==> config.mk <==
export PLATFORM = sky130hd
export DESIGN_NAME = iterative_multiplier_flat
export DESIGN_NICKNAME = d
export VERILOG_FILES = /design/src/rtl/iterative_multiplier_if.sv /design/src/rtl/iterative_multiplier.sv /design/src/flat_wrapper.sv
export SDC_FILE = /design/constraint.sdc
export NUM_CORES = 1
export LEC_CHECK = 0
export CAP_MARGIN = 20
export CORE_MARGIN = 2
export CORE_UTILIZATION = 54
export CTS_CLUSTER_DIAMETER = 40
export DETAILED_ROUTE_END_ITERATION = 10
export PLACE_DENSITY = 0.86
export SLEW_MARGIN = 5
export SYNTH_ARGS = -nofsm -noshare
export SYNTH_HDL_FRONTEND = slang
export SYNTH_SLANG_ARGS = --single-unit
==> constraint.sdc <==
create_clock -name i_clk -period 3.1 [get_ports i_clk]
set_input_delay 0.93 -clock i_clk [delete_from_list [all_inputs] [get_ports i_clk]]
set_output_delay 0.93 -clock i_clk [all_outputs]
set_load 0.01 [all_outputs]
==> src/rtl/iterative_multiplier_if.sv <==
// ============================================================================
// Module  : iterative_multiplier_if
// Brief   : Request/response bundle for the iterative shift-and-add multiplier.
// Revision: 1.0 - initial release
// ============================================================================
`default_nettype none

interface iterative_multiplier_if #(
  parameter int DATA_W = 32
);
  logic [DATA_W-1:0]   i_multiplicand;
  logic [DATA_W-1:0]   i_multiplier;
  logic                i_valid;
  logic                o_ready;
  logic [2*DATA_W-1:0] o_product;
  logic                o_valid;

  modport master (
    output i_multiplicand, i_multiplier, i_valid,
    input  o_ready, o_product, o_valid
  );

  modport slave (
    input  i_multiplicand, i_multiplier, i_valid,
    output o_ready, o_product, o_valid
  );
endinterface

`default_nettype wire

==> src/rtl/iterative_multiplier.sv <==
// ============================================================================
// Module  : iterative_multiplier
// Brief   : Unsigned shift-and-add multiplier, one product bit per clock.
// Revision: 1.0 - initial release
// ============================================================================
`default_nettype none

module iterative_multiplier #(
  parameter int DATA_W = 32
) (
  input  wire logic               i_clk,
  input  wire logic               i_rst,
  iterative_multiplier_if.slave   bus
);

  localparam int CNT_W = $clog2(DATA_W + 1);
  localparam logic [CNT_W-1:0] LAST_ITER = CNT_W'(DATA_W - 1);

  typedef enum logic [1:0] {
    ST_IDLE = 2'd0,
    ST_RUN  = 2'd1,
    ST_DONE = 2'd2
  } state_t;

  state_t              state;
  logic                ready;
  logic                valid;
  logic [DATA_W-1:0]   mcand;
  logic [2*DATA_W-1:0] acc;
  logic [2*DATA_W-1:0] product;
  logic [CNT_W-1:0]    count;

  logic [DATA_W:0]     sum;
  logic [2*DATA_W-1:0] acc_next;

  // Upper half plus the conditional addend keeps its carry, which becomes the new MSB after the shift.
  always_comb begin
    sum      = {1'b0, acc[2*DATA_W-1:DATA_W]} + (acc[0] ? {1'b0, mcand} : {(DATA_W+1){1'b0}});
    acc_next = {sum, acc[DATA_W-1:1]};
  end

  always_ff @(posedge i_clk) begin
    if (i_rst) begin
      state   <= ST_IDLE;
      ready   <= 1'b1;
      valid   <= 1'b0;
      mcand   <= '0;
      acc     <= '0;
      product <= '0;
      count   <= '0;
    end else begin
      case (state)
        ST_IDLE: begin
          if (bus.i_valid) begin
            mcand <= bus.i_multiplicand;
            acc   <= {{DATA_W{1'b0}}, bus.i_multiplier};
            count <= '0;
            ready <= 1'b0;
            state <= ST_RUN;
          end
        end
        ST_RUN: begin
          acc   <= acc_next;
          count <= count + CNT_W'(1);
          if (count == LAST_ITER) begin
            product <= acc_next;
            valid   <= 1'b1;
            state   <= ST_DONE;
          end
        end
        ST_DONE: begin
          valid <= 1'b0;
          ready <= 1'b1;
          state <= ST_IDLE;
        end
        default: begin
          valid <= 1'b0;
          ready <= 1'b1;
          state <= ST_IDLE;
        end
      endcase
    end
  end

  assign bus.o_ready   = ready;
  assign bus.o_valid   = valid;
  assign bus.o_product = product;

endmodule

`default_nettype wire

==> src/flat_wrapper.sv <==
// flat-port wrapper written by rule: the top's interface ports become plain ports
module iterative_multiplier_flat 
#(
  parameter int DATA_W = 32
)
  (i_clk, i_rst, bus_i_multiplicand, bus_i_multiplier, bus_i_valid, bus_o_ready, bus_o_product, bus_o_valid);
  iterative_multiplier_if #(.DATA_W(DATA_W)) bus_i ();
  input  wire logic i_clk;
  input  wire logic i_rst;
  input wire logic [$bits(bus_i.i_multiplicand)-1:0] bus_i_multiplicand;
  input wire logic [$bits(bus_i.i_multiplier)-1:0] bus_i_multiplier;
  input wire logic [$bits(bus_i.i_valid)-1:0] bus_i_valid;
  output wire logic [$bits(bus_i.o_ready)-1:0] bus_o_ready;
  output wire logic [$bits(bus_i.o_product)-1:0] bus_o_product;
  output wire logic [$bits(bus_i.o_valid)-1:0] bus_o_valid;
  assign bus_i.i_multiplicand = bus_i_multiplicand;
  assign bus_i.i_multiplier = bus_i_multiplier;
  assign bus_i.i_valid = bus_i_valid;
  assign bus_o_ready = bus_i.o_ready;
  assign bus_o_product = bus_i.o_product;
  assign bus_o_valid = bus_i.o_valid;
  iterative_multiplier #(.DATA_W(DATA_W)) u_core (.i_clk(i_clk), .i_rst(i_rst), .bus(bus_i));
endmodule
==> results.sh, run 1 <==
export IMPL_fin_crit_ns=2.90
export IMPL_htree_num_levels=4
export IMPL_hp_start="u_core.bus.o_product[23]$_SDFFE_PP0P_"
export IMPL_synth_area_per_cell_sq_um=7.97
export IMPL_port_buffers=132
export IMPL_ys_top_cells_by_count="nand2_1 (207), dfxtp_1 (170), a21oi_1 (126)"
export IMPL_critical_path_startpoint_type="flip-flop"
export IMPL_ys_types=65
export IMPL_yosys_area_top_type_share_pct=41.3
export IMPL_first_pass_iters=5
export IMPL_gp_congestion=0.927
export IMPL_grt_first_pass_wirelength_um=37200
export IMPL_hold_path_end="u_core.bus.o_product[23]$_SDFFE_PP0P_"
export IMPL_r2r_end="u_core.bus.o_product[59]$_SDFFE_PP0P_"
export IMPL_gr_total_overflow=0
export IMPL_netlist_area_sq_um=8240
export IMPL_relSlewSlack_pct=44.0
export IMPL_vias_per_cell=5.84
export IMPL_yosysMostFrequentCell="nand2_1"
export IMPL_synth_top_cell_by_area="dfxtp_1"
export IMPL_ys_ff_latch=170
export IMPL_post_cts_setup_buffers=0
export IMPL_ys_top_cells_by_area="dfxtp_1 (41%), nand2_1 (9.4%), a21oi_1 (7.7%), ha_1 (5.0%), nor2_1 (4.5%)"
export IMPL_path_buf_inv=2
export IMPL_fin_util_pct=68.4
export IMPL_cts_resized=0
export IMPL_drt_initial_drc_count=554
export IMPL_ff2ff_setup_slack_ns=0.20
export IMPL_p_leak_nw=3.92
export IMPL_syn_num_nets=1135
export IMPL_dp_hpwl_um=15400
export IMPL_vias=7782
export IMPL_async_reset_ff_share_pct=0
export IMPL_tightest_slew_ns=0.837
export IMPL_cts_sinks=170
export IMPL_clock_latency_ns=0.43
export IMPL_worst_hold_path_num_cells=2
export IMPL_crit_family="simple AND/OR/NAND/NOR gates"
export IMPL_ant_nets=0
export IMPL_grt_max_degree=48
export IMPL_clk_path_buf_depth=2
export IMPL_slowest_delay_ns=0.43
export IMPL_cp_max_fo=13
export IMPL_finalSetupViolations=0
export IMPL_worstPathCellList="buf_4 > buf_4 > and2_1 > ha_2 > nand4_1 > or2_1 > nor3_1 > o211ai_1 > and3_1 > or3_1 > a21oi_1"
export IMPL_routedWlPerCell_um=16.7
export IMPL_grt_util_all_layers_pct=28.0
export IMPL_cap_violations=0
export IMPL_grt_setup_unrepaired="no"
export IMPL_synth_seq_area_share_pct=41.3
export IMPL_ir_worst_vdd_v=0.000486
export IMPL_ys_flop_type="dfxtp_1"
export IMPL_fmax_mhz=345
export IMPL_hold_violations=0
export IMPL_rows=45
export IMPL_coreArea_sq_um=15000
export IMPL_arrival_ns=3.26
export IMPL_power_density_nw_per_um2=478
export IMPL_start_util_pct=54.8
export IMPL_nets=1232
export IMPL_holdBufCountCts=0
export IMPL_cts_root_buf="clkbuf_16"
export IMPL_tritoncts="yes"
export IMPL_die_area_sq_um=16300
export IMPL_die_x_um=128
export IMPL_netlist_instances=1034
export IMPL_post_route_period_util_pct=93.5
export IMPL_cpMaxStageDelayCell="ha_2"
export IMPL_crit_path_end_kind="flip-flop"
export IMPL_slew_viol_final=0
export IMPL_reg2reg_from="u_core.acc[0]$_SDFFE_PP0P_"
export IMPL_die_h_um=128
export IMPL_ys_warnings_count=0
export IMPL_cts_inserted_buffers=17
export IMPL_route_detailed_drc=0
export IMPL_drive_gt1_share_pct=7.26
export IMPL_reg2regPathDepth=11
export IMPL_drt_wl_total_um=22200
export IMPL_crit_required_ns=3.46
export IMPL_first_global_vias=7629
export IMPL_hp_class="reg -> reg"
export IMPL_cts_clk_slew_worst_paths_ns=0.07
export IMPL_synth_edf_count=0
export IMPL_crit_top_cell="buf_4"
export IMPL_critical_path_class="reg -> reg"
export IMPL_tns_ns=0
export IMPL_insertedDiodeCount=0
export IMPL_area_growth_pct=24.7
export IMPL_status="finished clean"
export IMPL_antenna_found_initial=0
export IMPL_pin_count=133
export IMPL_worst_clock_skew_ns=0.00927
==> power by group <==
group / total, W / switching [W] / internal (W)
clock network: 0.00216 / 0.000915 / 0.00124
logic: 0.000437 / 0.000252 / 0.000185
registers: 0.00232 / 0.0000562 / 0.00226
==> metrics by stage <==
stage,hold WS [ns],cells,instance area (sq um),setup WS [ns],power [W]
finish,0.452,1332,10300,0.201,0.00491
global route,0.476,1332,10300,0.0107,0.00508
CTS,0.456,1331,10300,0.160,0.00493
detailed placement,0.446,1299,9670,0.176,0.00279
global placement,0.439,1299,9670,0.247,0.00278
floorplan,0.430,1034,8240,0.577,0.00260
==> tightest hold or removal path, cell delays in order, from the launching register on <==
cell and delay [ns]:
dfxtp_1 0.31, nand2_1 0.05, a21oi_1 0.05
==> per-layer routing <==
layer	global-route usage, %	vias up	part of all wire, %
li1	-	3817	-
met1	37.1	3673	45
met2	46.1	259	47
met3	5.90	33	5.8
met4	8.34	0	1.7
met5	0	-	0
==> registers in the layout, indices dropped and copies added (netlist names) <==
signal,cells
u_core.acc,64
u_core.bus.o_product,64
u_core.mcand,32
u_core.count,6
u_core.state,2
u_core.bus.o_ready,1
u_core.bus.o_valid,1
==> cell type report <==
class,instances,area [sq um]
Fill cell,1216,4760
Multi-Input combinational cell,776,4500
Sequential cell,170,3400
Tap cell,188,235
Timing Repair Buffer,157,1510
Inverter,9,33.8
Clock inverter,12,139
Clock buffer,20,457
==> worst max-delay path by stage <==
stage | startpoint | end | cells past startpoint
2_1_floorplan | u_core.acc[0]$_SDFFE_PP0P_ | u_core.bus.o_product[53]$_SDFFE_PP0P_ | 11
3_3_place_gp | u_core.acc[0]$_SDFFE_PP0P_ | u_core.bus.o_product[59]$_SDFFE_PP0P_ | 11
3_5_place_dp | u_core.acc[0]$_SDFFE_PP0P_ | u_core.bus.o_product[59]$_SDFFE_PP0P_ | 11
4_1_cts | u_core.acc[0]$_SDFFE_PP0P_ | u_core.bus.o_product[59]$_SDFFE_PP0P_ | 11
5_1_grt | u_core.acc[0]$_SDFFE_PP0P_ | u_core.bus.o_product[59]$_SDFFE_PP0P_ | 11
6_report | u_core.acc[0]$_SDFFE_PP0P_ | u_core.bus.o_product[59]$_SDFFE_PP0P_ | 11
==> cells by family (layout without fill, tap and decap cells) <==
kind of cell    after synthesis  after routing  synth area share [%]
compound gates              280            280                  22.6
xor+xnor                     26             26                  2.76
fa+ha+maj                    34             34                  5.25
buf+inv                      88            198                  4.31
flops                       170            170                  41.3
mux                           2              2                 0.258
simple gates                434            434                  23.5
==> layout by cell type, fill, tap and decap left out, types with 3 or more instances in the layout <==
cell | netlist | layout
nor2b_1 | 4 | 4
nand4_1 | 21 | 21
and2_1 | 32 | 32
a211oi_1 | 5 | 5
o211ai_1 | 7 | 7
nand2b_1 | 7 | 6
o21bai_1 | 8 | 8
nor3_1 | 7 | 6
and3_1 | 9 | 9
clkinvlp_4 | 0 | 3
dfxtp_1 | 170 | 170
nand2_1 | 207 | 207
o21ai_0 | 23 | 23
nor3_2 | 2 | 3
a31oi_1 | 6 | 6
xor2_1 | 12 | 12
xnor2_1 | 14 | 14
a21o_1 | 16 | 16
inv_6 | 0 | 3
nor2_1 | 98 | 97
inv_1 | 8 | 8
clkdlybuf4s50_1 | 0 | 131
o21a_1 | 5 | 5
a22o_1 | 13 | 13
or4_1 | 4 | 4
o221ai_1 | 33 | 33
a32oi_1 | 3 | 3
a21oi_1 | 126 | 126
o21ai_1 | 7 | 7
buf_4 | 2 | 25
or3_1 | 4 | 3
clkbuf_16 | 0 | 17
nand3_1 | 30 | 30
ha_1 | 33 | 32
No activity file was read; power rests on OpenSTA's default activity.
==> inputs of run 2 (changes only) <==
- CORE_UTILIZATION: 54 -> 35
- PLACE_DENSITY: 0.86 -> 0.62
==> results.sh, run 2 (synthesized netlist as in run 1, its figures left out) <==
export IMPL_swShare_pct=25.3
export IMPL_hold_violations=0
export IMPL_fin_crit_ns=2.82
export IMPL_gr_total_overflow=0
export IMPL_switchingPower_w=0.00124
export IMPL_insertedDiodeCount=0
export IMPL_htree_num_levels=4
export IMPL_pin_count=133
export IMPL_vias=7620
export IMPL_port_buffers=132
export IMPL_dp_hpwl_um=16300
export IMPL_finalNonFillerCells=1470
export IMPL_routedWlPerCell_um=16.0
export IMPL_critical_path_class="reg -> reg"
export IMPL_cts_root_buf="clkbuf_16"
export IMPL_p_leak_nw=3.97
export IMPL_mostFrequentLayoutCells="nand2_1 (207), dfxtp_1 (170), clkdlybuf4s50_1 (131), a21oi_1 (126), nor2_1 (97)"
export IMPL_layout_commonest_cell="nand2_1"
export IMPL_slew_viol_final=0
export IMPL_vias_per_cell=5.18
export IMPL_drive_gt1_share_pct=7.82
export IMPL_power_density_nw_per_um2=467
export IMPL_cap_violations=0
export IMPL_cts_resized=0
export IMPL_n_fill_cell=2366
export IMPL_hp_class="reg -> reg"
export IMPL_cp_max_fo=19
export IMPL_arrival_ns=3.13
export IMPL_pwr_share_seq_pct=47.1
export IMPL_grt_first_pass_wirelength_um=38200
export IMPL_post_cts_setup_buffers=0
export IMPL_relSlewSlack_pct=50.0
export IMPL_tightest_slew_ns=0.748
export IMPL_crit_cells=10
export IMPL_worst_hold_path_num_cells=2
export IMPL_first_pass_iters=5
export IMPL_clk_path_buf_depth=2
export IMPL_critical_path_startpoint_type="flip-flop"
export IMPL_coreArea_sq_um=23300
export IMPL_die_area_sq_um=24800
export IMPL_gp_congestion=0.918
export IMPL_die_x_um=157
export IMPL_p_clk_share_pct=43.8
export IMPL_ant_nets=0
export IMPL_dp_cells=1440
export IMPL_fmax_mhz=355
export IMPL_ff_latch_area_sq_um=3400
export IMPL_crit_family="compound AO/OA/AOI/OAI gates"
export IMPL_status="finished clean"
export IMPL_cpMaxStageDelayCell="ha_1"
export IMPL_crit_path_end_kind="flip-flop"
export IMPL_internal_power_w=0.00367
export IMPL_grt_max_degree=79
export IMPL_die_h_um=157
export IMPL_holdBufCountCts=0
export IMPL_tns_ns=0
export IMPL_reg2regPathDepth=10
export IMPL_post_route_period_util_pct=90.9
export IMPL_antenna_found_initial=0
export IMPL_worst_clock_skew_ns=0.0137
export IMPL_cts_inserted_buffers=17
export IMPL_nets=1241
export IMPL_first_global_vias=7476
export IMPL_start_util_pct=35.4
export IMPL_worstPathCellList="buf_4 > and2_1 > ha_1 > a21o_1 > a311oi_1 > o21ai_1 > a31oi_4 > o21bai_1 > nor4b_1 > a311o_1"
export IMPL_area_growth_pct=27.4
export IMPL_route_detailed_drc=0
export IMPL_clock_latency_ns=0.43
export IMPL_cts_clk_slew_worst_paths_ns=0.07
export IMPL_path_buf_inv=1
export IMPL_cts_sinks=170
export IMPL_tritoncts="yes"
export IMPL_finalSetupViolations=0
export IMPL_crit_required_ns=3.42
export IMPL_ir_worst_vdd_v=0.000275
export IMPL_drt_wl_total_um=23600
export IMPL_drt_initial_drc_count=474
export IMPL_grt_setup_unrepaired="no"
export IMPL_slowest_delay_ns=0.38
export IMPL_rows=56
export IMPL_multi_input_area_sq_um=4500
export IMPL_grt_util_all_layers_pct=19.2
export IMPL_pwr_share_comb_pct=9.1
## run 2: cell count changes in the layout (fill, tap and decap cells not counted)
cell,before,now
buf_6,1,0
clkinvlp_4,3,2
ha_2,1,0
clkbuf_8,2,1
inv_6,3,2
clkinv_2,2,1
clkinv_1,1,0
buf_4,25,34
buf_12,0,1
inv_2,0,1
clkinv_4,1,2
inv_8,1,2
ha_1,32,33
## run 2: worst register-to-register path, cell delays in order (launching register included)
cell and delay, ns:
dfxtp_1 0.33, buf_4 0.19, and2_1 0.18, ha_1 0.38
a21o_1 0.22, a311oi_1 0.29, o21ai_1 0.15, a31oi_4 0.28
o21bai_1 0.19, nor4b_1 0.18, a311o_1 0.33
## run 2: metal layers
metal  global-route usage (%)  vias to the layer above  wire length [um]
li1                         -                     3829                 -
met1                     26.4                     3605             11700
met2                     31.1                      168             10700
met3                     3.58                       18               891
met4                     4.85                        0               267
met5                        0                        -                 0
## run 2: layout make-up
| class | count | area share [%] |
|---|---|---|
| clock buffers | 19 | 4.22 |
| clock inverters | 11 | 1.31 |
| inverters | 9 | 0.322 |
| multi-input cells | 776 | 42.8 |
| flip-flops and latches | 170 | 32.4 |
| well taps | 319 | 3.80 |
| repair buffers | 166 | 15.1 |
## run 2: path summary, 6_finish.rpt
check	startpoint	endpoint	slack, ns
worst max-delay path	u_core.acc[0]$_SDFFE_PP0P_	u_core.bus.o_product[53]$_SDFFE_PP0P_	0.28
worst max register to register	u_core.acc[0]$_SDFFE_PP0P_	u_core.bus.o_product[53]$_SDFFE_PP0P_	0.28
worst min-delay path	u_core.bus.o_product[24]$_SDFFE_PP0P_	u_core.bus.o_product[24]$_SDFFE_PP0P_	0.45
worst min register to register	u_core.bus.o_product[24]$_SDFFE_PP0P_	u_core.bus.o_product[24]$_SDFFE_PP0P_	0.45
## run 2: per-stage QoR
step	total power [W]	cell area, sq um	hold WS [ns]	setup slack [ns]	util, %
after global routing	0.00509	10500	0.472	0.0418	45.1
after floorplan	0.00260	8240	0.430	0.577	-
after global placement	0.00280	9910	0.440	0.324	42.6
after CTS	0.00495	10500	0.457	0.311	45.1
final	0.00491	10500	0.454	0.281	45.1
after detailed placement	0.00281	9920	0.447	0.314	42.6
## run 2: power by group through the flow
stage	clock network [W]	registers (W)	logic, W
after floorplan	0	0.00234	0.000259
after global placement	0	0.00236	0.000442
final	0.00215	0.00231	0.000447
after CTS	0.00219	0.00231	0.000451
after detailed placement	0	0.00236	0.000448
after global routing	0.00227	0.00232	0.000495
==> inputs of run 3 (changes only) <==
- TNS_END_PERCENT: unset -> 1
==> results of run 3 <==
Same layout as run 2: the final DEF is identical, and so are final timing and power.
